File: src/rtl/axi_pkg.sv
// Shared AXI encodings and FSM state types for the PIM MAC slave.
package axi_pkg;

   typedef enum logic [1:0] {
      BurstFixed = 2'd0,
      BurstIncr  = 2'd1,
      BurstWrap  = 2'd2
   } burst_e;

   localparam logic [1:0] RespOkay = 2'b00;

   typedef enum logic {WrIdle, WrBurst} wr_state_e;
   typedef enum logic {RdIdle, RdBurst} rd_state_e;

endpackage

File: src/rtl/pim_mac.sv
// Wrapping multiply-accumulate of the two unsigned halves of each enabled data word.
module pim_mac #(
   parameter int unsigned PWIDTH = 32
) (
   input  logic              clk,
   input  logic              rst,
   input  logic              en,
   input  logic [PWIDTH-1:0] data,
   output logic [PWIDTH-1:0] acc
);

   localparam int unsigned Half = PWIDTH / 2;

   logic [PWIDTH-1:0] prod;

   // Zero-extend both halves so the product truncates to PWIDTH bits.
   assign prod = {{Half{1'b0}}, data[Half-1:0]} * {{Half{1'b0}}, data[PWIDTH-1:Half]};

   always_ff @(posedge clk or posedge rst) begin
      if (rst) begin
         acc <= '0;
      end else if (en) begin
         acc <= acc + prod;
      end
   end

endmodule

File: src/rtl/axi_pim_mac.sv
// Word-organised AXI4 RAM slave; every accepted write beat also feeds a MAC accumulator.
module axi_pim_mac
   import axi_pkg::*;
#(
   parameter int unsigned DATA_WIDTH      = 32,
   parameter int unsigned ADDR_WIDTH      = 8,
   parameter int unsigned STRB_WIDTH      = DATA_WIDTH / 8,
   parameter int unsigned ID_WIDTH        = 8,
   parameter int unsigned PIPELINE_OUTPUT = 0,
   parameter int unsigned PWIDTH          = 32
) (
   input  logic                  clk,
   input  logic                  rst,
   input  logic [ID_WIDTH-1:0]   s_axi_awid,
   input  logic [ADDR_WIDTH-1:0] s_axi_awaddr,
   input  logic [7:0]            s_axi_awlen,
   input  logic [2:0]            s_axi_awsize,
   input  logic [1:0]            s_axi_awburst,
   input  logic                  s_axi_awvalid,
   output logic                  s_axi_awready,
   input  logic [DATA_WIDTH-1:0] s_axi_wdata,
   input  logic [STRB_WIDTH-1:0] s_axi_wstrb,
   input  logic                  s_axi_wlast,
   input  logic                  s_axi_wvalid,
   output logic                  s_axi_wready,
   output logic [ID_WIDTH-1:0]   s_axi_bid,
   output logic [1:0]            s_axi_bresp,
   output logic                  s_axi_bvalid,
   input  logic                  s_axi_bready,
   input  logic [ID_WIDTH-1:0]   s_axi_arid,
   input  logic [ADDR_WIDTH-1:0] s_axi_araddr,
   input  logic [7:0]            s_axi_arlen,
   input  logic [2:0]            s_axi_arsize,
   input  logic [1:0]            s_axi_arburst,
   input  logic                  s_axi_arvalid,
   output logic                  s_axi_arready,
   output logic [ID_WIDTH-1:0]   s_axi_rid,
   output logic [DATA_WIDTH-1:0] s_axi_rdata,
   output logic [1:0]            s_axi_rresp,
   output logic                  s_axi_rlast,
   output logic                  s_axi_rvalid,
   input  logic                  s_axi_rready,
   output logic [PWIDTH-1:0]     mac_out
);

   localparam int unsigned WordLsb = $clog2(STRB_WIDTH);
   localparam int unsigned Depth   = 1 << (ADDR_WIDTH - WordLsb);

   logic [DATA_WIDTH-1:0] mem [Depth];

   function automatic logic [ADDR_WIDTH-1:0] next_addr(input logic [ADDR_WIDTH-1:0] a,
                                                       input logic [2:0] size,
                                                       input logic [1:0] burst);
      if (burst == BurstFixed) return a;
      return a + ADDR_WIDTH'(1 << size);
   endfunction

   // Holds both address channels off until the first edge after reset.
   logic rdy_q;

   wr_state_e             wr_state_q, wr_state_d;
   logic [ADDR_WIDTH-1:0] wr_addr_q, wr_addr_d;
   logic [7:0]            wr_cnt_q, wr_cnt_d;
   logic [2:0]            wr_size_q, wr_size_d;
   logic [1:0]            wr_burst_q, wr_burst_d;
   logic [ID_WIDTH-1:0]   wr_id_q, wr_id_d;
   logic                  bvalid_q, bvalid_d;
   logic [ID_WIDTH-1:0]   bid_q, bid_d;
   logic                  aw_hs, w_hs;
   logic                  unused_wlast;

   assign unused_wlast  = s_axi_wlast;
   assign aw_hs         = s_axi_awvalid && s_axi_awready;
   assign w_hs          = s_axi_wvalid && s_axi_wready;
   assign s_axi_awready = rdy_q && (wr_state_q == WrIdle) && (!bvalid_q || s_axi_bready);
   assign s_axi_wready  = (wr_state_q == WrBurst);
   assign s_axi_bvalid  = bvalid_q;
   assign s_axi_bid     = bid_q;
   assign s_axi_bresp   = RespOkay;

   always_comb begin
      wr_state_d = wr_state_q;
      wr_addr_d  = wr_addr_q;
      wr_cnt_d   = wr_cnt_q;
      wr_size_d  = wr_size_q;
      wr_burst_d = wr_burst_q;
      wr_id_d    = wr_id_q;
      bvalid_d   = bvalid_q && !s_axi_bready;
      bid_d      = bid_q;
      unique case (wr_state_q)
         WrIdle: begin
            if (aw_hs) begin
               wr_addr_d  = s_axi_awaddr;
               wr_cnt_d   = s_axi_awlen;
               wr_size_d  = s_axi_awsize;
               wr_burst_d = s_axi_awburst;
               wr_id_d    = s_axi_awid;
               wr_state_d = WrBurst;
            end
         end
         WrBurst: begin
            if (w_hs) begin
               wr_addr_d = next_addr(wr_addr_q, wr_size_q, wr_burst_q);
               wr_cnt_d  = wr_cnt_q - 8'd1;
               // Beat count alone ends the burst; wlast is not trusted.
               if (wr_cnt_q == 8'd0) begin
                  wr_state_d = WrIdle;
                  bvalid_d   = 1'b1;
                  bid_d      = wr_id_q;
               end
            end
         end
      endcase
   end

   always_ff @(posedge clk) begin
      for (int i = 0; i < int'(STRB_WIDTH); i++) begin
         if (w_hs && s_axi_wstrb[i]) begin
            mem[wr_addr_q[ADDR_WIDTH-1:WordLsb]][8*i +: 8] <= s_axi_wdata[8*i +: 8];
         end
      end
   end

   rd_state_e             rd_state_q, rd_state_d;
   logic [ADDR_WIDTH-1:0] rd_addr_q, rd_addr_d;
   logic [7:0]            rd_cnt_q, rd_cnt_d;
   logic [2:0]            rd_size_q, rd_size_d;
   logic [1:0]            rd_burst_q, rd_burst_d;
   logic [ID_WIDTH-1:0]   rd_id_q, rd_id_d;
   logic                  r0_valid_q, r0_valid_d;
   logic                  r0_last_q, r0_last_d;
   logic [ID_WIDTH-1:0]   r0_id_q, r0_id_d;
   logic [DATA_WIDTH-1:0] r0_data_q;
   logic                  r1_valid_q, r1_last_q;
   logic [ID_WIDTH-1:0]   r1_id_q;
   logic [DATA_WIDTH-1:0] r1_data_q;
   logic                  ar_hs, out_ready, r0_ready, r1_adv, rd_fetch;
   logic [ADDR_WIDTH-1:0] fetch_addr;

   assign ar_hs     = s_axi_arvalid && s_axi_arready;
   assign r1_adv    = (PIPELINE_OUTPUT != 0) && (!r1_valid_q || s_axi_rready);
   assign out_ready = (PIPELINE_OUTPUT != 0) ? r1_adv : s_axi_rready;
   assign r0_ready  = !r0_valid_q || out_ready;
   // A new request waits until the previous burst has fully drained.
   assign s_axi_arready = rdy_q && (rd_state_q == RdIdle) && !r0_valid_q && !r1_valid_q;

   always_comb begin
      rd_state_d = rd_state_q;
      rd_addr_d  = rd_addr_q;
      rd_cnt_d   = rd_cnt_q;
      rd_size_d  = rd_size_q;
      rd_burst_d = rd_burst_q;
      rd_id_d    = rd_id_q;
      r0_valid_d = r0_valid_q && !out_ready;
      r0_last_d  = r0_last_q;
      r0_id_d    = r0_id_q;
      rd_fetch   = 1'b0;
      fetch_addr = rd_addr_q;
      unique case (rd_state_q)
         RdIdle: begin
            if (ar_hs) begin
               rd_fetch   = 1'b1;
               fetch_addr = s_axi_araddr;
               r0_last_d  = (s_axi_arlen == 8'd0);
               r0_id_d    = s_axi_arid;
               rd_id_d    = s_axi_arid;
               rd_size_d  = s_axi_arsize;
               rd_burst_d = s_axi_arburst;
               rd_addr_d  = next_addr(s_axi_araddr, s_axi_arsize, s_axi_arburst);
               rd_cnt_d   = s_axi_arlen;
               if (s_axi_arlen != 8'd0) rd_state_d = RdBurst;
            end
         end
         RdBurst: begin
            if (r0_ready) begin
               rd_fetch  = 1'b1;
               r0_last_d = (rd_cnt_q == 8'd1);
               r0_id_d   = rd_id_q;
               rd_addr_d = next_addr(rd_addr_q, rd_size_q, rd_burst_q);
               rd_cnt_d  = rd_cnt_q - 8'd1;
               if (rd_cnt_q == 8'd1) rd_state_d = RdIdle;
            end
         end
      endcase
      if (rd_fetch) r0_valid_d = 1'b1;
   end

   always_ff @(posedge clk or posedge rst) begin
      if (rst) begin
         rdy_q      <= 1'b0;
         wr_state_q <= WrIdle;
         wr_addr_q  <= '0;
         wr_cnt_q   <= '0;
         wr_size_q  <= '0;
         wr_burst_q <= '0;
         wr_id_q    <= '0;
         bvalid_q   <= 1'b0;
         bid_q      <= '0;
         rd_state_q <= RdIdle;
         rd_addr_q  <= '0;
         rd_cnt_q   <= '0;
         rd_size_q  <= '0;
         rd_burst_q <= '0;
         rd_id_q    <= '0;
         r0_valid_q <= 1'b0;
         r0_last_q  <= 1'b0;
         r0_id_q    <= '0;
         r0_data_q  <= '0;
         r1_valid_q <= 1'b0;
         r1_last_q  <= 1'b0;
         r1_id_q    <= '0;
         r1_data_q  <= '0;
      end else begin
         rdy_q      <= 1'b1;
         wr_state_q <= wr_state_d;
         wr_addr_q  <= wr_addr_d;
         wr_cnt_q   <= wr_cnt_d;
         wr_size_q  <= wr_size_d;
         wr_burst_q <= wr_burst_d;
         wr_id_q    <= wr_id_d;
         bvalid_q   <= bvalid_d;
         bid_q      <= bid_d;
         rd_state_q <= rd_state_d;
         rd_addr_q  <= rd_addr_d;
         rd_cnt_q   <= rd_cnt_d;
         rd_size_q  <= rd_size_d;
         rd_burst_q <= rd_burst_d;
         rd_id_q    <= rd_id_d;
         r0_valid_q <= r0_valid_d;
         r0_last_q  <= r0_last_d;
         r0_id_q    <= r0_id_d;
         // Memory is sampled before this edge's write lands, so collisions read old data.
         if (rd_fetch) r0_data_q <= mem[fetch_addr[ADDR_WIDTH-1:WordLsb]];
         if (r1_adv) begin
            r1_valid_q <= r0_valid_q;
            if (r0_valid_q) begin
               r1_last_q <= r0_last_q;
               r1_id_q   <= r0_id_q;
               r1_data_q <= r0_data_q;
            end
         end
      end
   end

   assign s_axi_rvalid = (PIPELINE_OUTPUT != 0) ? r1_valid_q : r0_valid_q;
   assign s_axi_rlast  = (PIPELINE_OUTPUT != 0) ? r1_last_q  : r0_last_q;
   assign s_axi_rid    = (PIPELINE_OUTPUT != 0) ? r1_id_q    : r0_id_q;
   assign s_axi_rdata  = (PIPELINE_OUTPUT != 0) ? r1_data_q  : r0_data_q;
   assign s_axi_rresp  = RespOkay;

   pim_mac #(
      .PWIDTH(PWIDTH)
   ) u_pim_mac (
      .clk (clk),
      .rst (rst),
      .en  (w_hs),
      .data(s_axi_wdata[PWIDTH-1:0]),
      .acc (mac_out)
   );

endmodule

File: config.mk
export PLATFORM = sky130hd
export DESIGN_NAME = axi_pim_mac
export DESIGN_NICKNAME = d
export VERILOG_FILES = /design/src/rtl/axi_pkg.sv /design/src/rtl/pim_mac.sv /design/src/rtl/axi_pim_mac.sv
export SDC_FILE = /design/constraint.sdc
export NUM_CORES = 2
export LEC_CHECK = 0
export CAP_MARGIN = 20
export CELL_PAD_IN_SITES_DETAIL_PLACEMENT = 1
export CELL_PAD_IN_SITES_GLOBAL_PLACEMENT = 1
export CORE_MARGIN = 2
export CORE_UTILIZATION = 54
export CTS_BUF_LIST = sky130_fd_sc_hd__clkbuf_4
export DETAILED_ROUTE_END_ITERATION = 10
export GPL_TIMING_DRIVEN = 0
export PLACE_DENSITY_LB_ADDON = 0.2
export SYNTH_ARGS = -nofsm -noshare
export SYNTH_HDL_FRONTEND = slang
export SYNTH_SLANG_ARGS = --single-unit
File: constraint.sdc
create_clock -name clk -period 6.9 [get_ports clk]
set_clock_uncertainty 0.05 [all_clocks]
set_input_delay 1.38 -clock clk [delete_from_list [all_inputs] [get_ports clk]]
set_output_delay 1.38 -clock clk [all_outputs]
set_load 0.02 [all_outputs]
* Word-level counts from Yosys, hierarchy flattened
Memory sizes are Yosys's and may differ from the RTL's. A register that Yosys moved wholly into a read port is not among the register bits.
Index checks and enable logic that the tools add are counted.
** Word-level totals
- Flip-flop bits (word level) :: 112
- Memory bits (writable) :: 2048
- Bits of input ports :: 102
- Output and inout port bits :: 90
- Logic and storage cells :: 128
- Memories :: 1
** Memory list
- mem :: words 64, width 32, rd ports 1, clocked after memory_dff 1, write ports 1, RTL line axi_pim_mac.sv:49 : logic [DATA_WIDTH-1:0] mem [Depth];
** Operators by class
- Add/sub/neg operators :: 6
- $mul :: 1
- Equality and inequality tests :: 7
- Shifts and indexed selects :: 3
- Muxes and demuxes :: 57
- Bitwise gates (word level) :: 2
- Reductions and logical operators :: 32
** Operators with widths (number)
- 8-bit two-way mux :: 16
- 8-bit one-hot mux with 2 select lines :: 5
- 32-bit adder :: 1
- 16-bit by 16-bit multiplier with 32-bit output :: 1
- 1-bit two-way mux :: 32
- 8-bit adder :: 3
- 1-bit by 3-bit << shifter with 8-bit output (first input constant) :: 3
- 8-bit logical NOT :: 2
- 8-bit by 1-bit subtractor with 8-bit output (second input constant) :: 2
- 1-bit logical AND :: 13
- 3-bit AND reduction :: 3
- 8-bit by 1-bit == test with 1-bit output (second input constant) :: 1
- 1-bit one-hot mux with 2 select lines :: 4
- 2-bit AND reduction :: 4
- 8-bit nonzero test :: 1
- 2-bit logical NOT :: 3
- 3-bit != test (second input constant) :: 2
- 1-bit logical NOT :: 4
- 2-bit by 1-bit != test with 1-bit output (second input constant) :: 2
- 2-bit != test (second input constant) :: 2
- 1-bit logical OR :: 2
- 1-bit NOT :: 2

* Logic depth before layout (Yosys ltp)
- Word-level depth :: 9
- Gate-level depth with buffers :: 23
- Gate-level depth less buffers :: 22

* Cells and area by module
From an unflattened synthesis, not the netlist that was laid out.
** Unflattened totals
- Cell total of the unflattened synthesis :: 7292
- Area, all modules :: 97489.8 um^2
** Modules (own cells, without submodules)
- axi_pim_mac :: times used 1, cells an instance 6084, area each 86849.5 um^2
- pim_mac :: times used 1, cells an instance 1208, area each 10640.2 um^2

* Least setup slack after synthesis
OpenSTA, ideal clock, no wires.
- Path kind :: input to register
- Start point :: in s_axi_wdata[17]
- End point :: reg u_pim_mac.acc[30]
- Arrival time :: 7105 ps
- Required time :: 6730 ps
- Slack :: -374 ps
- Stages on the path :: 21
- Buffers on the path :: 2
- Cell sequence :: clkbuf_1 -> nand2_1 -> fa_1 -> fa_1 -> fa_1 -> inv_1 -> fa_1 -> fa_1 -> inv_1 -> fa_1 -> inv_1 -> ha_1 -> buf_2 -> a21o_1 -> a31oi_1 -> o32ai_1 -> a211o_2 -> a221o_2 -> nor4b_4 -> or4_1 -> a31o_1
** Between the ends
- Longest elaborated chain between the ends :: 2
** Ends and longest elaborated chain
- from (decl) :: RTL line axi_pim_mac.sv:21 : input logic [DATA_WIDTH-1:0] s_axi_wdata,
- 16-bit by 16-bit multiplier with 32-bit output :: RTL line pim_mac.sv:17 : assign prod = {{Half{1'b0}}, data[Half-1:0]} * {{Half{1'b0}}, data[PWIDTH-1:Half]};
- 32-bit adder :: RTL line pim_mac.sv:23 : acc <= acc + prod;
- to (signal assigned) :: RTL line pim_mac.sv:23
- to (decl) :: RTL line pim_mac.sv:9 : output logic [PWIDTH-1:0] acc
No other way between the ends.
A chain may end at the register's enable or synchronous reset.

* Worst setup path after layout
- Start point :: in s_axi_wdata[22]
- End point :: reg u_pim_mac.acc[30]
The elaborated chain is that of the path after synthesis.

==> results.cfg <==
[run_status]
status = complete, no violations

[sta]
fin_crit_sh = 0.978
worst_pin_slew_ps = 1360
rsz0062_at_grt = false
slew_violations = 0
final-setup-viol-count = 0
hold_violations = 0
relSlewSlack = 0.0957
max_freq_mhz = 148
period_minus_slack_ps = 6750
setup_tns_ps = 0

[power_and_ir_drop]
total_power_mw = 53.6
peakVddDrop_v = 0.000848
p_leak_nw = 41.1
power_density_mw_per_mm2 = 480

[floorplanning]
num_rows = 155
die_w_um = 429
dieArea_mm2 = 0.184
coreArea_mm2 = 0.179
top_level_ports = 192
die_h_um = 429
start_util = 0.544

[global_route]
grt_pass1_wl_mm = 582
gr-total-overflow = 0
grt_pass1_vias = 75500
grt_usage = 0.462
antenna_found_initial = 63
grt_start_max_net_pins = 87

[place]
place_congestion = 1.06
numPortBuffers = 185
hpwl_mm = 306

[clocking]
cts_buffers = 585
htree_levels = 6
cts_tree = built
clk_pin_slew_ps = 80
postCtsSetupBuffers = 0
insertion_delay_ps = 1470
clkSinkCount = 2192
clk_path_buf_depth = 4
cts_root_buf = clkbuf_4

[logic_synthesis]
yosysMostFrequentCell = edfxtp_1
syn-instance-count = 7388
synthArstFlopShare = 0.0657
synth_top_area_frac = 0.632
syn_area_mm2 = 0.0973
synthTopCellsByCount = 2048 x edfxtp_1, 1738 x nand2_1, 571 x nand3_1
synth_seq_cells = 2192
yosysSeqAreaShare = 0.669
synthTopCellsByArea = edfxtp_1 63%, nand2_1 6.7%, fa_1 4.7%
syn_avg_cell_area_um2 = 13.2
synth_cell_types = 87
synth_top_area_cell = edfxtp_1
synth-main-ff-cell = edfxtp_1
synth-edff-count = 2048
ys_warn_count = 0

[hold_path]
min_to = mem[44][23]
hp-class = primary input to flop
hold_start = s_axi_wdata[23]
hold_depth = 1

[drt]
drtPass1Iterations = 9
drt-vias-per-instance = 6.76
vias = 74800
wl_mm = 425
drc = 0
drtAntennaViolNets = 0
drtIter0Drc = 11700
avgRoutedWirePerCell_um = 38.4

[flow_run]
maxCapViolCount = 0

[critical_path]
worstRegToRegCells = 12
worstPathArrival_ps = 8010
crit_fanout = 32
crit_chain = buf_4, clkbuf_8, and2_4, fa_1, inv_1, fa_1, fa_1, inv_1, fa_1, fa_1, inv_1, fa_1, inv_1, ha_1, buf_6, a21o_1, a31oi_1, o32ai_1, a211o_2, a221o_2, nor4b_4, or4_1, a31o_1
worstSetupPathType = primary input to flop
rr_endpoint = s_axi_rdata[24]
r2r_start = rdy_q
cp-start-kind = primary input
path_common_cell = fa_1
critPathRequiredTime_ps = 8170
path_buf_inv = 7
cp_slowest_cell = fa_1
r2r_slack_ps = 860
endpoint_kind = flop
crit_family = adder cells
max_stage_delay_ps = 500

[cells_and_area]
fillerInstances = 17700
fin_util = 0.625
drive_above_1_share = 0.172
area.growth.synth_to_final_pct = 14.8
final_nets = 8749
[what timing repair did]
action / CTS / global route
gates resized for setup: 6 / 19
hold buffers: 0 / 0
setup endpoints to repair: 8 / 8
[worst max path at each step]
| stage | end | cells past startpoint | from | slack (ps) |
|---|---|---|---|---|
| after CTS | u_pim_mac.acc[31] | 23 | s_axi_wdata[23] | 30 |
| after detailed placement | u_pim_mac.acc[31] | 22 | s_axi_wdata[15] | -2120 |
| after global routing | u_pim_mac.acc[30] | 23 | s_axi_wdata[22] | 0.3 |
| final | u_pim_mac.acc[30] | 23 | s_axi_wdata[22] | 150 |
| after floorplan | u_pim_mac.acc[30] | 22 | s_axi_wdata[22] | -90 |
| after global placement | u_pim_mac.acc[31] | 22 | s_axi_wdata[12] | -4610 |
[power breakdown]
| group | leakage (nW) | total, mW | internal (mW) | switching [mW] |
|---|---|---|---|---|
| logic | 16.8 | 26.3 | 8.04 | 18.3 |
| clock network | 4.23 | 11.7 | 5.92 | 5.75 |
| registers | 20.1 | 15.6 | 15.2 | 0.450 |
[cell usage in the layout, fill, tap and decap left out, types with 81 or more instances in the layout]
cell,instances
nand3_1,571
and3_1,81
nor2_1,337
nand2_1,1738
clkbuf_4,843
mux4_2,140
and2_1,128
clkdlybuf4s50_1,153
inv_1,376
edfxtp_1,2048
buf_2,146
a21oi_1,153
fa_1,226
clkbuf_1,189
mux2i_1,87
a311oi_1,82
dfrtp_1,144
ha_1,121
clkinv_1,86
[cell type report]
type,instances,area [um2],share of cell area
flip-flops and latches,2192,65100,0.583
multi-input cells,4384,29100,0.260
clock buffers,839,6300,0.0564
repair buffers,333,4010,0.0359
well taps,2355,2950,0.0264
plain buffers,423,2010,0.0180
inverters,377,1420,0.0127
clock inverters,120,742,0.00664
diodes,44,110,0.000985
[sequential cells by signal, indices dropped and copies added, names as in the netlist]
| name | flops |
|---|---|
| mem | 2048 |
| s_axi_rdata | 32 |
| u_pim_mac.acc | 32 |
| rd_addr_q | 8 |
| rd_cnt_q | 8 |
| rd_id_q | 8 |
| s_axi_bid | 8 |
| s_axi_rid | 8 |
| wr_addr_q | 8 |
| wr_cnt_q | 8 |
| wr_id_q | 8 |
| rd_size_q | 3 |
| wr_size_q | 3 |
| rd_burst_q | 2 |
| wr_burst_q | 2 |
| rd_state_q | 1 |
| rdy_q | 1 |
| s_axi_bvalid | 1 |
| s_axi_rlast | 1 |
| s_axi_rvalid | 1 |
| s_axi_wready | 1 |
[metrics by stage]
step / instances / hold slack [ps] / setup slack (ps) / instance area (um2)
after floorplan: 7391 / 390 / -93.0 / 97400
after global routing: 11000 / 197 / 0.266 / 112000
after detailed placement: 10100 / 409 / -2120 / 104000
after global placement: 9931 / 401 / -4610 / 102000
after CTS: 11000 / 147 / 26.7 / 111000
final: 11100 / 193 / 153 / 112000
[layer usage]
layer,routed length [um],global-route usage
met4,39400,0.349
met2,181000,0.671
met1,142000,0.564
met5,142,0
met3,62400,0.170
[kinds of logic after synthesis]
kind of cell,after synthesis,synth area share
and+or+nand+nor,3072,0.137
DFF,2192,0.669
buffers and inverters,815,0.0352
AOI/OAI and AO/OA,672,0.0490
adders and majority gates,351,0.0627
muxes,248,0.0438
xor gates and xnor gates,36,0.00324
other,2,0.0000772
No activity file was read; power rests on OpenSTA's default activity.
